[config.mk]
export PLATFORM = sky130hd
export DESIGN_NAME = calc_sequencer
export DESIGN_NICKNAME = d
export VERILOG_FILES = /design/src/rtl/calc_sequencer.sv
export SDC_FILE = /design/constraint.sdc
export NUM_CORES = 1
export LEC_CHECK = 0
export ABC_CLOCK_PERIOD_IN_PS = 2700
export CAP_MARGIN = 5
export CORE_ASPECT_RATIO = 1.75
export CORE_UTILIZATION = 39
export DETAILED_ROUTE_END_ITERATION = 8
export HOLD_SLACK_MARGIN = 0.08
export PLACE_DENSITY = 0.68
export SETUP_SLACK_MARGIN = 0.05
export SYNTH_ARGS = -nofsm -noshare
export SYNTH_HDL_FRONTEND = slang
export SYNTH_SLANG_ARGS = --single-unit
[constraint.sdc]
create_clock -name clk -period 2.7 [get_ports clk]
set_input_delay 0.27 -clock clk [delete_from_list [all_inputs] [get_ports clk]]
set_output_delay 0.27 -clock clk [all_outputs]
set_load 0.02 [all_outputs]
[src/rtl/calc_sequencer.sv]
// Multi-cycle add/sub/mul/div sequencer driving one shared external 16-bit add/sub unit.
// Optional feature: define CALC_DIV0_ERR_EN to flag divide-by-zero (result 16'hFFFF, err=1).
module calc_sequencer (
    input  logic        clk,
    input  logic        rst,
    input  logic        start,
    input  logic [1:0]  op,
    input  logic [7:0]  a,
    input  logic [7:0]  b,
    output logic        busy,
    output logic        done,
    output logic [15:0] result,
    output logic [7:0]  remainder,
    output logic        err,
    output logic [15:0] alu_x,
    output logic [15:0] alu_y,
    output logic        alu_sub,
    input  logic [15:0] alu_r
);

`ifdef CALC_DIV0_ERR_EN
    localparam bit DIV0_ERR = 1'b1;
`else
    localparam bit DIV0_ERR = 1'b0;
`endif

    typedef enum logic [1:0] {
        S_IDLE = 2'd0,
        S_EXEC = 2'd1,
        S_DONE = 2'd2
    } state_t;

    localparam logic [1:0] OP_ADD = 2'b00;
    localparam logic [1:0] OP_SUB = 2'b01;
    localparam logic [1:0] OP_MUL = 2'b10;
    localparam logic [1:0] OP_DIV = 2'b11;

    state_t      state_reg;
    logic [15:0] acc_reg;
    logic [7:0]  cnt_reg;
    logic [7:0]  a_reg;
    logic [7:0]  b_reg;
    logic [1:0]  op_reg;

    logic [7:0]  cnt_dec;
    logic [7:0]  cnt_inc;
    logic        div_more;

    assign cnt_dec  = cnt_reg - 8'd1;
    assign cnt_inc  = cnt_reg + 8'd1;
    // During division acc never exceeds a, so its low byte is the whole value.
    assign div_more = (alu_r[7:0] >= b_reg);

    always_ff @(posedge clk) begin
        if (rst) begin
            state_reg <= S_IDLE;
            acc_reg   <= '0;
            cnt_reg   <= '0;
            a_reg     <= '0;
            b_reg     <= '0;
            op_reg    <= OP_ADD;
            busy      <= 1'b0;
            done      <= 1'b0;
            result    <= '0;
            remainder <= '0;
            err       <= 1'b0;
            alu_x     <= '0;
            alu_y     <= '0;
            alu_sub   <= 1'b0;
        end else begin
            case (state_reg)
                S_IDLE: begin
                    if (start) begin
                        a_reg  <= a;
                        b_reg  <= b;
                        op_reg <= op;
                        busy   <= 1'b1;
                        err    <= 1'b0;
                        case (op)
                            OP_ADD, OP_SUB: begin
                                acc_reg   <= {8'd0, a};
                                cnt_reg   <= '0;
                                state_reg <= S_EXEC;
                                alu_x     <= {8'd0, a};
                                alu_y     <= {8'd0, b};
                                alu_sub   <= (op == OP_SUB);
                            end
                            OP_MUL: begin
                                acc_reg <= '0;
                                cnt_reg <= b;
                                if (b == 8'd0) begin
                                    state_reg <= S_DONE;
                                    done      <= 1'b1;
                                    result    <= '0;
                                    remainder <= '0;
                                end else begin
                                    state_reg <= S_EXEC;
                                    alu_x     <= '0;
                                    alu_y     <= {8'd0, a};
                                    alu_sub   <= 1'b0;
                                end
                            end
                            default: begin
                                acc_reg <= {8'd0, a};
                                cnt_reg <= '0;
                                if (b == 8'd0 || a < b) begin
                                    state_reg <= S_DONE;
                                    done      <= 1'b1;
                                    result    <= (b == 8'd0 && DIV0_ERR) ? 16'hFFFF : 16'h0000;
                                    remainder <= a;
                                    err       <= (b == 8'd0) && DIV0_ERR;
                                end else begin
                                    state_reg <= S_EXEC;
                                    alu_x     <= {8'd0, a};
                                    alu_y     <= {8'd0, b};
                                    alu_sub   <= 1'b1;
                                end
                            end
                        endcase
                    end
                end

                S_EXEC: begin
                    acc_reg <= alu_r;
                    // Default: leave EXEC with the ALU bus idle; overridden when iterating.
                    alu_x   <= '0;
                    alu_y   <= '0;
                    alu_sub <= 1'b0;
                    case (op_reg)
                        OP_ADD, OP_SUB: begin
                            state_reg <= S_DONE;
                            done      <= 1'b1;
                            result    <= alu_r;
                            remainder <= '0;
                        end
                        OP_MUL: begin
                            cnt_reg <= cnt_dec;
                            if (cnt_dec == 8'd0) begin
                                state_reg <= S_DONE;
                                done      <= 1'b1;
                                result    <= alu_r;
                                remainder <= '0;
                            end else begin
                                alu_x <= alu_r;
                                alu_y <= {8'd0, a_reg};
                            end
                        end
                        default: begin
                            cnt_reg <= cnt_inc;
                            if (div_more) begin
                                alu_x   <= alu_r;
                                alu_y   <= {8'd0, b_reg};
                                alu_sub <= 1'b1;
                            end else begin
                                state_reg <= S_DONE;
                                done      <= 1'b1;
                                result    <= {8'd0, cnt_inc};
                                remainder <= alu_r[7:0];
                            end
                        end
                    endcase
                end

                S_DONE: begin
                    state_reg <= S_IDLE;
                    done      <= 1'b0;
                    busy      <= 1'b0;
                end

                default: begin
                    state_reg <= S_IDLE;
                    done      <= 1'b0;
                    busy      <= 1'b0;
                end
            endcase
        end
    end

endmodule
Yosys cells after proc, flatten, opt, wreduce, memory -nomap -nowiden. Index checks and enable logic that the tools add are counted.

Add/subtract/negate cells: 2. Magnitude comparators: 2. Equal/unequal tests: 14. Multiplexer cells: 61. Bitwise operators: 1. Reduce and logical (&&, ||, !) cells: 17.

Operators by type and width (number): $pmux 16 s2 (8); $mux 16 (13); $pmux 8 s2 (6); $mux 8 (9); $logic_not 8->1 (2); $pmux 1 s2 (6); $pmux 2 s2 (3); $mux 1 (11); $mux 2 (5); $ne 3x3->1 const B (3); $add 8x1->8 const B (1); $ge 8x8->1 (1); $lt 8x8->1 (1); $sub 8x1->8 const B (1); $reduce_and 7->1 (1); $eq 2x1->1 const B (3); $logic_not 2->1 (3); $ne 2x2->1 const B (3); $reduce_and 3->1 (2); $reduce_and 6->1 (1); $eq 2x2->1 const B (2); $ne 4x2->1 const B (1); $ne 4x4->1 const B (1); $reduce_and 2->1 (2); other kinds (7) (8).

Bits in registers: 87. Input port bits: 37. Output and inout bits: 60. Word-level logic and storage cells: 109.

Logic depth before layout (Yosys ltp).
Depth in word-level cells: 6. Depth in mapped cells: 10.

Worst setup path after synthesis. Ideal clock, no wire load.

Kind: register to register. From: register cnt_reg[0]. To: register remainder[4]. Library setup time: 0.132 ns. Arrival: 2.282 ns. Data required time: 2.568 ns. Path slack: 0.286 ns. Cell stages (with the launch flop): 10. Cells stage by stage: dfxtp_1 -> inv_1 -> ha_1 -> or3b_4 -> or4_4 -> a41o_4 -> o211a_1 -> buf_2 -> nor3_1 -> nor3_1.

Cells in the longest elaborated chain, start to end: 4.

RTL lines: start: declaration (RTL line 40) `logic [7:0] cnt_reg;`; start signal: assignment (RTL line 137) `cnt_reg <= cnt_dec;`; start signal: assignment (RTL line 149) `cnt_reg <= cnt_inc;`; $sub 8x1->8 (RTL line 49) `assign cnt_dec = cnt_reg - 8'd1;`; $logic_not 8->1 (RTL line 138) `if (cnt_dec == 8'd0) begin`; $ne 3x3->1 (no source line); $reduce_and 7->1 (no source line); end signal: assignment (RTL line 158) `remainder <= alu_r[7:0];`; end: declaration (RTL line 13) `output logic [7:0] remainder,`.

Every way passes these cells. A chain may end at the register's enable or synchronous reset.

Worst setup path after layout.
From: register cnt_reg[1]. To: register alu_x[3].

Cells in the longest elaborated chain, start to end: 5.

RTL lines: $sub 8x1->8 (RTL line 49); $logic_not 8->1 (RTL line 138); $mux 16 (RTL line 138); $pmux 16 s2 (RTL line 129) `case (op_reg)`; $pmux 16 s2 (RTL line 71) `case (state_reg)`; end signal: assignment (RTL line 84) `alu_x <= {8'd0, a};`; end signal: assignment (RTL line 144) `alu_x <= alu_r;`; end signal: assignment (RTL line 151) `alu_x <= alu_r;`; end: declaration (RTL line 15) `output logic [15:0] alu_x,`.

Every way passes these cells.

==> impl_metrics.ini <==
[yosys]
yosys-top-cells-area = dfxtp_1, nand2_1, ha_1, a21oi_1, a211oi_1
avgSynthCellArea_um2 = 7.91
synthesis.area_um2 = 4380
ys_ff_latch = 79
async_flop_share_pct = 0
synth_edf_count = 0
synth_ff_type = dfxtp_1
synthCells = 553
ys_types = 52
yosysSeqAreaShare_pct = 36.1
yosys.area.top_type = dfxtp_1
synth.top_cell.area_share_pct = 36.1
synth_warnings = 0

[die]
dieArea_um2 = 11700
ios = 97
core_um2 = 10800
die_h_um = 142
num_rows = 50
dieWidth_um = 82.1
start_util_pct = 40.4

[cts]
clk_path_buf_depth = 2
cts_buffers = 9
clk_pin_slew_ps = 60
h-tree-depth = 3
root_buffer = clkbuf_16
cts_tree = built
insertion_delay_ps = 340
holdBufCountCts = 0
post_cts.repair.setup_buffers = 0
cts_num_sinks = 79

[sta]
fin_ws_ps = 128
max_slew_margin_pct = 34.6
worstMarginPinSlew_ps = 978
finClkSkew_ps = 9.05
fin_crit_ps = 2570
maxSlewViolCount = 0
whs_ps = 455
finalSetupViolations = 0
grt_setup_unrepaired = yes
hold_viol_final = 0
min_period_over_period_pct = 95.3
max_freq_ghz = 0.389
fin_setup_tns_ps = 0

[route]
via_count = 4533
post-route-drc-count = 0
vias_per_cell = 5.75
drtIter0Drc = 269
route.final.wire_length_um = 14400
ant_nets = 0
dr.pass1.iters = 5
drt-wirelength-per-cell_um = 18.3

[critical_path]
cp_num_buf_inv = 1
crit_path_max_fanout = 10
max_stage_delay_ps = 430
critical-path-slowest-cell = or4_4
cp.required_ps = 2940
crit_path_end_kind = register
arrival_ps = 2810
critPathKind = reg -> reg
crit_chain = inv_1, ha_1, or3b_4, or4_4, a41o_4, o21ai_4, a32oi_1, a211oi_1
startpoint_type = register
cp_top_family = compound AO/OA/AOI/OAI gates

[power]
p_leak_nw = 2.24
power_density_nw_per_um2 = 581
irDropWorstVdd_mv = 0.412

[finish]
fillers = 1036
drive_gt1_share_pct = 11.7
finalNetCount = 708
top_regs = alu_x x16, result x16
diodes = 0
finalNonFillerCells = 788
area_growth_syn_to_layout_pct = 35.4
design_area_um2 = 5930

[global_routing]
grt_max_degree = 81
grt_first_pass_wirelength_um = 21900
gr-total-overflow = 0
grt_util_all_layers_pct = 25.2
grt_pass1_vias = 4321
antenna_found_initial = 0

[place]
pre_cts_slack_ps = -350
port_buffers = 87
dpl.hpwl_um = 10900
globalplace.congestion = 0.960
dpl_cell_area_um2 = 5530
dpl.cell_count = 771

[run]
maxCapViolations = 0

[run_status]
status = finished, final reports clean

[worst_hold_path]
hp-class = in -> reg
cells in the mapped netlist (5+ instances only):
master    count
clkbuf_1     31
o311ai_1      6
ha_1         18
a211oi_1     19
nor3_1       23
nand2_1      90
inv_1        30
xnor2_1       6
nor2_1       32
mux2i_1       8
a32oi_1       8
a21oi_1      39
nand2b_1     22
a222oi_1      8
o21ai_0      14
o31ai_1       8
o21ai_1       8
dfxtp_1      79
a22o_1       10
buf_4        10
a31oi_1       9
nand3_1      13
nor2b_1       5
through the flow:
| stage | total power, mW | util (%) |
|---|---|---|
| floorplan | 1.80 | - |
| global placement | 2.12 | 51.1 |
| detailed placement | 2.14 | 51.1 |
| CTS | 3.44 | 54.3 |
| global route | 3.59 | 54.8 |
| finish | 3.44 | 54.8 |
kinds of logic (layout without fill, tap and decap cells):
family / after synthesis / count (layout) / share of synthesized area [%]
AOI/OAI and AO/OA: 154 / 154 / 24.8
xor gates and xnor gates: 9 / 9 / 1.80
adders and majority gates: 18 / 18 / 5.15
buffers and inverters: 78 / 175 / 7.98
DFF: 79 / 79 / 36.1
muxes: 8 / 8 / 1.83
other: 1 / 9 / 0.0857
and+or+nand+nor: 206 / 206 / 22.2
worst paths after layout:
| path | startpoint | to | slack (ps) | cells after the start |
|---|---|---|---|---|
| setup / recovery | cnt_reg[1]$_SDFFE_PP0P_ | alu_x[3]$_SDFFE_PP0P_ | 130 | 8 |
| hold reg to reg | a_reg[0]$_SDFFE_PP0P_ | a_reg[0]$_SDFFE_PP0P_ | 450 | 2 |
| hold / removal | b[4] | b_reg[4]$_SDFFE_PP0P_ | 450 | 4 |
| setup reg to reg | cnt_reg[1]$_SDFFE_PP0P_ | alu_x[3]$_SDFFE_PP0P_ | 130 | 8 |
cell type report:
type                       count  area (µm²)  share of cell area [%]
inverter                      30         113                    1.90
clock buffer                   9         225                    3.80
sequential                    79        1580                    26.7
tap                          130         163                    2.74
multi-input combinational    404        2540                    42.8
timing repair buffer         129        1210                    20.4
clock inverter                 7        97.6                    1.65
metal layers:
layer | wire (µm) | track usage (%) | up-vias
met5 | 0 | 0 | -
met4 | 875 | 18.0 | 0
met3 | 889 | 4.49 | 51
met2 | 7280 | 43.3 | 208
met1 | 5390 | 26.6 | 2112
li1 | - | - | 2162
cell usage in the layout, fill, tap and decap left out, types with 4 or more instances in the layout:
cell type / synthesis / layout
o21ai_1: 8 / 8
inv_1: 30 / 30
a32oi_1: 8 / 7
nand2_1: 90 / 90
clkbuf_16: 0 / 9
clkdlybuf4s50_1: 0 / 85
a222oi_1: 8 / 8
a21oi_1: 39 / 38
mux2i_1: 8 / 8
nor2b_1: 5 / 4
o31ai_1: 8 / 7
nor2_1: 32 / 31
a22o_1: 10 / 10
o311ai_1: 6 / 7
nand2b_1: 22 / 22
a211oi_1: 19 / 17
conb_1: 1 / 9
xnor2_1: 6 / 6
a31oi_1: 9 / 9
nand3_1: 13 / 13
dfxtp_1: 79 / 79
o21ai_0: 14 / 14
buf_4: 10 / 38
or4_1: 4 / 4
nor3_1: 23 / 23
ha_1: 18 / 18
power breakdown:
part           switching, mW  internal [mW]  leakage (nW)  total [mW]
Clock                  0.492          0.810         0.152        1.30
Sequential            0.0631           1.25         0.646        1.31
Combinational          0.472          0.357          1.44       0.829
timing repair:
action / in CTS / in global routing
hold endpoints to repair: 0 / 0
cloned: 0 / 1
pin swaps: 0 / 6
resized for setup: 5 / 10
endpoints found under the setup margin: 17 / 35
worst register-to-register path: cells and delay by family, from the launching register on:
kind	cells	cell delay (ps)
flops	1	350
fa+ha+maj	1	240
compound gates	4	920
buf+inv	1	130
simple gates	2	840
No activity file was read; power rests on OpenSTA's default activity.
